===== config.mk =====
export PLATFORM = sky130hd
export DESIGN_NAME = traffic_light_controller
export DESIGN_NICKNAME = d
export VERILOG_FILES = /design/src/rtl/tl_pkg.sv /design/src/rtl/traffic_light_controller_phase_timer.sv /design/src/rtl/traffic_light_controller.sv
export SDC_FILE = /design/constraint.sdc
export NUM_CORES = 1
export LEC_CHECK = 0
export ABC_AREA = 1
export CAP_MARGIN = 20
export CORE_AREA = 2 2 62 46
export CTS_BUF_LIST = sky130_fd_sc_hd__clkbuf_4 sky130_fd_sc_hd__clkbuf_8
export CTS_CLUSTER_SIZE = 8
export DETAILED_ROUTE_END_ITERATION = 10
export DIE_AREA = 0 0 64 48
export PLACE_DENSITY = 0.64
export SETUP_SLACK_MARGIN = 0.3
export SLEW_MARGIN = 20
export SYNTH_ARGS = -nofsm -noshare
export SYNTH_HDL_FRONTEND = slang
export SYNTH_SLANG_ARGS = --single-unit

===== constraint.sdc =====
create_clock -name clk -period 3.3 [get_ports clk]
set_input_delay 0.825 -clock clk [delete_from_list [all_inputs] [get_ports clk]]
set_output_delay 0.825 -clock clk [all_outputs]
set_load 0.05 [all_outputs]

===== src/rtl/tl_pkg.sv =====
// Shared phase codes and lamp encodings for the traffic light controller.
package tl_pkg;

    typedef enum logic [2:0] {
        PH_ALL_RED_A = 3'd0,
        PH_NS_GREEN  = 3'd1,
        PH_NS_YELLOW = 3'd2,
        PH_ALL_RED_B = 3'd3,
        PH_EW_GREEN  = 3'd4,
        PH_EW_YELLOW = 3'd5,
        PH_PED_WALK  = 3'd6,
        PH_UNUSED    = 3'd7
    } phase_t;

    localparam logic [2:0] LIGHT_RED    = 3'b100;
    localparam logic [2:0] LIGHT_YELLOW = 3'b010;
    localparam logic [2:0] LIGHT_GREEN  = 3'b001;

endpackage


===== src/rtl/traffic_light_controller_phase_timer.sv =====
// Dwell counter: counts ticks within a phase, flags expiry on the last tick,
// optionally parks at the terminal count instead of wrapping.
module phase_timer #(
    parameter int unsigned TIMER_WIDTH = 8
) (
    input  logic                 clk,
    input  logic                 rst_n,
    input  logic                 clear,
    input  logic                 tick,
    input  logic [TIMER_WIDTH:0] duration,
    input  logic                 saturate,
    output logic                 expire
);

    localparam int unsigned DW = TIMER_WIDTH + 1;

    logic [TIMER_WIDTH-1:0] count_q;
    logic [TIMER_WIDTH-1:0] count_d;
    logic                   at_end;

    // duration is one bit wider so a duration of 2**TIMER_WIDTH still compares cleanly
    assign at_end = ({1'b0, count_q} == (duration - DW'(1)));
    assign expire = tick & at_end;

    // Next count: clear on phase entry, advance on tick, park or wrap at the end
    always_comb begin
        count_d = count_q;
        if (clear) begin
            count_d = '0;
        end else if (tick) begin
            if (!at_end) begin
                count_d = count_q + TIMER_WIDTH'(1);
            end else if (!saturate) begin
                count_d = '0;
            end
        end
    end

    // Count register
    always_ff @(posedge clk or negedge rst_n) begin
        if (!rst_n) begin
            count_q <= '0;
        end else begin
            count_q <= count_d;
        end
    end

endmodule


===== src/rtl/traffic_light_controller.sv =====
// Two-way intersection sequencer with optional pedestrian walk phase.
// Optional feature macro: TLC_PED_WALK_EN (pedestrian latch and PED_WALK phase).
module traffic_light_controller
    import tl_pkg::*;
#(
    parameter int unsigned GREEN_CYCLES  = 8,
    parameter int unsigned YELLOW_CYCLES = 3,
    parameter int unsigned ALLRED_CYCLES = 1,
    parameter int unsigned WALK_CYCLES   = 4,
    parameter int unsigned TIMER_WIDTH   = 8
) (
    input  logic       clk,
    input  logic       rst_n,
    input  logic       tick,
    input  logic       ew_car,
    input  logic       ped_req,
    output logic [2:0] ns_light,
    output logic [2:0] ew_light,
    output logic       walk,
    output logic [2:0] phase,
    output logic       ped_pending
);

    localparam int unsigned DW = TIMER_WIDTH + 1;

    phase_t        phase_q;
    phase_t        phase_d;
    logic [DW-1:0] duration;
    logic          saturate;
    logic          expire;
    logic          timer_clear;
    logic          ped_q;

    // Next phase, dwell selection and timer controls
    always_comb begin
        phase_d  = phase_q;
        duration = DW'(ALLRED_CYCLES);
        saturate = 1'b0;
        case (phase_q)
            PH_ALL_RED_A: begin
                duration = DW'(ALLRED_CYCLES);
                if (expire) phase_d = ped_q ? PH_PED_WALK : PH_NS_GREEN;
            end
            PH_NS_GREEN: begin
                duration = DW'(GREEN_CYCLES);
                saturate = 1'b1;
                if (expire && (ew_car || ped_q)) phase_d = PH_NS_YELLOW;
            end
            PH_NS_YELLOW: begin
                duration = DW'(YELLOW_CYCLES);
                if (expire) phase_d = PH_ALL_RED_B;
            end
            PH_ALL_RED_B: begin
                duration = DW'(ALLRED_CYCLES);
                if (expire) phase_d = PH_EW_GREEN;
            end
            PH_EW_GREEN: begin
                duration = DW'(GREEN_CYCLES);
                if (expire) phase_d = PH_EW_YELLOW;
            end
            PH_EW_YELLOW: begin
                duration = DW'(YELLOW_CYCLES);
                if (expire) phase_d = PH_ALL_RED_A;
            end
            PH_PED_WALK: begin
                duration = DW'(WALK_CYCLES);
                if (expire) phase_d = PH_NS_GREEN;
            end
            default: begin
                phase_d = PH_ALL_RED_A;
            end
        endcase
        timer_clear = (phase_d != phase_q);
    end

    phase_timer #(
        .TIMER_WIDTH(TIMER_WIDTH)
    ) u_timer (
        .clk     (clk),
        .rst_n   (rst_n),
        .clear   (timer_clear),
        .tick    (tick),
        .duration(duration),
        .saturate(saturate),
        .expire  (expire)
    );

    // Phase register
    always_ff @(posedge clk or negedge rst_n) begin
        if (!rst_n) begin
            phase_q <= PH_ALL_RED_A;
        end else begin
            phase_q <= phase_d;
        end
    end

`ifdef TLC_PED_WALK_EN
    logic walk_entry;
    assign walk_entry = (phase_d == PH_PED_WALK) && (phase_q != PH_PED_WALK);

    // Pedestrian latch: a new request on the entry edge wins over the clear
    always_ff @(posedge clk or negedge rst_n) begin
        if (!rst_n) begin
            ped_q <= 1'b0;
        end else begin
            ped_q <= ped_req | (ped_q & ~walk_entry);
        end
    end
`else
    logic unused_ped_req;
    assign unused_ped_req = ped_req;
    assign ped_q          = 1'b0;
`endif

    // Moore lamp decode; anything not a green/yellow phase shows red
    always_comb begin
        ns_light = LIGHT_RED;
        ew_light = LIGHT_RED;
        walk     = 1'b0;
        case (phase_q)
            PH_NS_GREEN:  ns_light = LIGHT_GREEN;
            PH_NS_YELLOW: ns_light = LIGHT_YELLOW;
            PH_EW_GREEN:  ew_light = LIGHT_GREEN;
            PH_EW_YELLOW: ew_light = LIGHT_YELLOW;
`ifdef TLC_PED_WALK_EN
            PH_PED_WALK:  walk = 1'b1;
`endif
            default: ;
        endcase
    end

    assign phase       = phase_q;
    assign ped_pending = ped_q;

endmodule

* Word level (Yosys, flattened, before mapping)
Cells that the tools add are included.
Operators by class: add/subtract/negate cells 2, multiply operators 0, divide/modulo/power cells 0, order comparisons 0, equal/unequal tests 9, shifts and indexed selects 0, mux-type cells 15, bitwise gates (word level) 1, reductions and logical operators 7
Operators with widths (count):
- $mux W8 | 4
- $mux W3 | 6
- $pmux W3 S6 | 1
- $pmux W3 S2 | 2
- $pmux W4 S3 | 1
- $eq A3 B3 Y1 const B | 3
- $eq A8 B9 Y1 | 1
- $add A8 B1 Y8 const B | 1
- $eq A3 B2 Y1 const B | 2
- $reduce_or A2 Y1 | 3
- $sub A4 B1 Y5 const B | 1
- $eq A3 B1 Y1 const B | 1
- $logic_not A3 Y1 | 1
- $ne A3 B3 Y1 | 1
- $ne A3 B3 Y1 const B | 1
- $reduce_and A2 Y1 | 1
- $reduce_bool A2 Y1 | 1
- $and A1 B1 Y1 | 1
- $logic_and A1 B1 Y1 | 1
- $mux W1 | 1
Storage, ports and cells: flip-flop bits (word level) 11, bits in latches 0, RAM bits 0, memory bits (read-only) 0, input bits 5, output and inout bits 11, word-level logic and storage cells 36, memories 0

* Longest topological paths before layout
word-level depth 12, depth in mapped cells 15

* Modules after synthesis
From an unflattened synthesis, not the netlist that was laid out.
Unflattened totals: cell total of the unflattened synthesis 195, area, all modules 1132.3 µm²
By module, submodules not included:
- phase_timer | times used 1, cells each 143, area an instance 838.3 µm², seq. area each 200.2 µm²
- traffic_light_controller | times used 1, cells each 52, area an instance 294.0 µm², seq. area each 75.1 µm²

* Worst setup path before layout
No wires, ideal clock.
kind reg2out, start register phase_q[1], in the netlist phase[1], end output ns_light[2], arrival 2.135 ns, data required time 2.475 ns, path slack 0.340 ns, stages on the path, launching flop included 8, buffers on the path 0, cells stage by stage dfrtp_1 > inv_1 > nor2_1 > inv_1 > nor2_1 > inv_1 > nand2_1 > inv_1
Between the ends: longest elaborated chain between the ends 2
RTL lines:
- from (decl) | RTL line traffic_light_controller.sv:26 | phase_t phase_q;
- from (signal assigned) | RTL line traffic_light_controller.sv:93 | phase_q <= phase_d;
- $eq A3 B2 Y1 / $eq A3 B1 Y1 (equally long branches) | RTL line traffic_light_controller.sv:120 | case (phase_q)
- $pmux W3 S2 (*) | RTL line traffic_light_controller.sv:120
- to (decl) | RTL line traffic_light_controller.sv:17 | output logic [2:0] ns_light,
Every way passes the cells marked *; elsewhere a longest branch is shown, timed or not.

* Final worst setup path
Ends and elaborated chain as after synthesis.

==> impl_metrics.py <==
metrics = {
    "critical_path": {
        "rrSetupSlack_ns": 1.36,
        "worstPathArrival_ns": 1.99,
        "slowest_stage": "clkdlybuf4s50_1",
        "worstSetupStartpointType": "flip-flop",
        "r2r_end": "u_timer.count_q[1]",
        "path_cells": "inv_1 > nor2_1 > inv_1 > nor2_1 > inv_1 > nand2_1 > inv_1 > clkdlybuf4s50_1",
        "cp_max_fo": 6,
        "critPathRequiredTime_ns": 2.47,
        "worstReg2RegStart": "phase[1]",
        "reg2reg_depth": 12,
        "crit_type": "flip-flop to output pin",
        "critPathMaxStageDelay_ns": 0.79,
        "critical_path.endpoint_type": "output pin",
        "worst_path_most_repeated_cell": "inv_1",
    },
    "drt": {
        "antenna_left": 0,
        "drtIter0Drc": 19,
        "drt_wl_total_um": 1980,
        "avgRoutedWirePerCell_um": 10.4,
        "avgViaCountPerCell": 4.62,
        "firstDrtPassIters": 4,
        "vias": 877,
        "drc_errors": 0,
    },
    "clocking": {
        "cts_tree": "yes",
        "root_buffer": "clkbuf_4",
        "clock_latency_ns": 0.26,
        "postCtsResizedCells": 0,
        "cts_buffer_depth": 2,
        "clock-sinks": 11,
        "htreeDepth": 1,
        "cts_setup_buffers": 0,
        "cts_buffers": 3,
        "hold_buffers": 0,
        "clk_pin_slew_ns": 0.06,
    },
    "cells_and_area": {
        "fillers": 249,
        "layout.area.seq_um2": 275,
        "synthToLayoutAreaGrowth_pct": 18.5,
        "final_cells": 190,
        "layout-drive-gt1-share_pct": 14.7,
        "multi_input_area_um2": 556,
        "nets": 163,
        "antenna_cells": 0,
    },
    "synth": {
        "synthTopCellsByArea": "dfrtp_1 29%, nand2_1 13%, nand3_1 9.4%",
        "yosys.area.top_type_share_pct": 28.8,
        "ys_ff_latch": 11,
        "netlist_area_um2": 956,
        "ys_types": 26,
        "ys.flop_type": "dfrtp_1",
        "syn_inst": 142,
        "synth_edf_count": 0,
        "seq_area_frac_synth_pct": 28.8,
        "syn_avg_cell_area_um2": 6.73,
        "synth_top_area_cell": "dfrtp_1",
        "synthArstFlopShare_pct": 100,
        "yosysWarnings": 0,
    },
    "worst_hold_path": {
        "holdPathStages": 4,
        "min-delay-start": "u_timer.count_q[7]",
        "hold_path_end": "u_timer.count_q[7]",
        "hp-class": "flip-flop to flip-flop",
    },
    "die": {
        "die-area_um2": 3070,
        "io_pins": 16,
        "die_h_um": 48,
        "core_area_um2": 2420,
        "start_util_pct": 39.5,
        "die_x_um": 64,
        "placementRows": 15,
    },
    "sta": {
        "drv_slew": 0,
        "final.min_clock_period_ns": 2.81,
        "min_period_over_period_pct": 85.3,
        "worst_slew_pin_slew_ns": 0.509,
        "final-hold-violation-count": 0,
        "fin_ws_ns": 0.486,
        "rsz0062_at_grt": "no",
        "clock_skew_ns": 0.00458,
        "setup_viol": 0,
        "slew_headroom_pct": 66.0,
        "finalSetupTns_ns": 0,
        "fmax_mhz": 355,
    },
    "placed_design": {
        "routabilityCongestion": 0.832,
        "dp.cells": 186,
        "port_buffers": 12,
        "hpwl_um": 1600,
        "pre_cts_ws_ns": 0.759,
    },
    "power": {
        "p_per_area_nw_per_um2": 779,
        "power.leakage_nw": 0.637,
        "irDropWorstVdd_mv": 0.408,
        "finalPower_mw": 0.882,
    },
    "global_routing": {
        "antenna_found_initial": 0,
        "grt_pass1_vias": 710,
        "grt_use_total_pct": 14.0,
        "overflow": 0,
        "grt_max_degree": 12,
        "grt_pass1_wl_um": 3250,
    },
    "job": {
        "cap_violations": 0,
    },
    "status": {
        "run_status": "finished clean",
    },
}
synth_stat cells (3+ instances only):
library cell  count
nand4_1           3
inv_1            24
nand2_1          33
xor2_1            4
nand3b_1          4
nand2_2           5
o211ai_1          4
nand3_1          18
nor2_1           11
inv_2             5
dfrtp_1          11
worst max-delay path by stage:
stage	start	end	cells after the start
after global placement	phase[1]	ns_light[0]	4
after detailed placement	phase[1]	ns_light[2]	8
after CTS	phase[1]	ns_light[2]	8
final	phase[1]	ns_light[2]	8
after global routing	phase[1]	ns_light[2]	8
after floorplan	phase[1]	ns_light[2]	7
cell usage in the layout (no fill, tap or decap), drive strengths merged:
cell type	instances
a21oi	1
clkbuf	4
clkdlybuf4s50	12
conb	2
dfrtp	11
ha	1
inv	29
nand2	39
nand3	21
nand3b	5
nand4	4
nor2	13
nor3	2
o211ai	4
o21ai	2
or2	1
xnor2	1
xor2	4
critical path: cells and delay by family, from the launching register on:
family                 cells  cell delay [ns]
buffers and inverters      5             1.14
flip-flops                 1             0.43
AND/OR/NAND/NOR            3             0.17
report_power, final:
| group | internal [mW] | switching [mW] | leakage, nW |
|---|---|---|---|
| Clock | 0.0548 | 0.0386 | 0.0184 |
| Combinational | 0.184 | 0.406 | 0.469 |
| Sequential | 0.159 | 0.0397 | 0.150 |
sequential cells by signal, summed over array words and instances, names as in the netlist:
| signal | flops |
|---|---|
| phase | 3 |
| u_timer.count_q | 8 |
area by class of cell:
class	count	share of cell area, %
Timing Repair Buffer	12	10.6
Tap cell	34	3.76
Inverter	29	9.61
Sequential cell	11	24.3
Clock buffer	4	2.65
Multi-Input combinational cell	100	49.1
cells by family after synthesis:
| group | after synthesis | synth area share [%] |
|---|---|---|
| compound gates | 7 | 4.71 |
| xor+xnor | 5 | 4.58 |
| fa+ha+maj | 1 | 1.31 |
| buf+inv | 32 | 13.5 |
| flops | 11 | 28.8 |
| other cells | 1 | 0.392 |
| simple gates | 85 | 46.7 |
through the flow:
stage	area, um^2	util (%)	hold WS, ns
CTS	1130	46.8	0.646
global route	1130	46.8	0.688
detailed placement	1100	45.5	0.627
floorplan	960	-	0.529
global placement	1100	45.5	0.625
finish	1130	46.8	0.640
layer usage:
layer	vias to the layer above	routed length, um	track usage [%]
met5	-	0	0
met4	0	15	6.52
met3	2	85	1.65
met2	19	791	19.8
met1	385	1080	21.3
li1	471	-	-
Note: power is estimated with default switching activity, not from simulation.
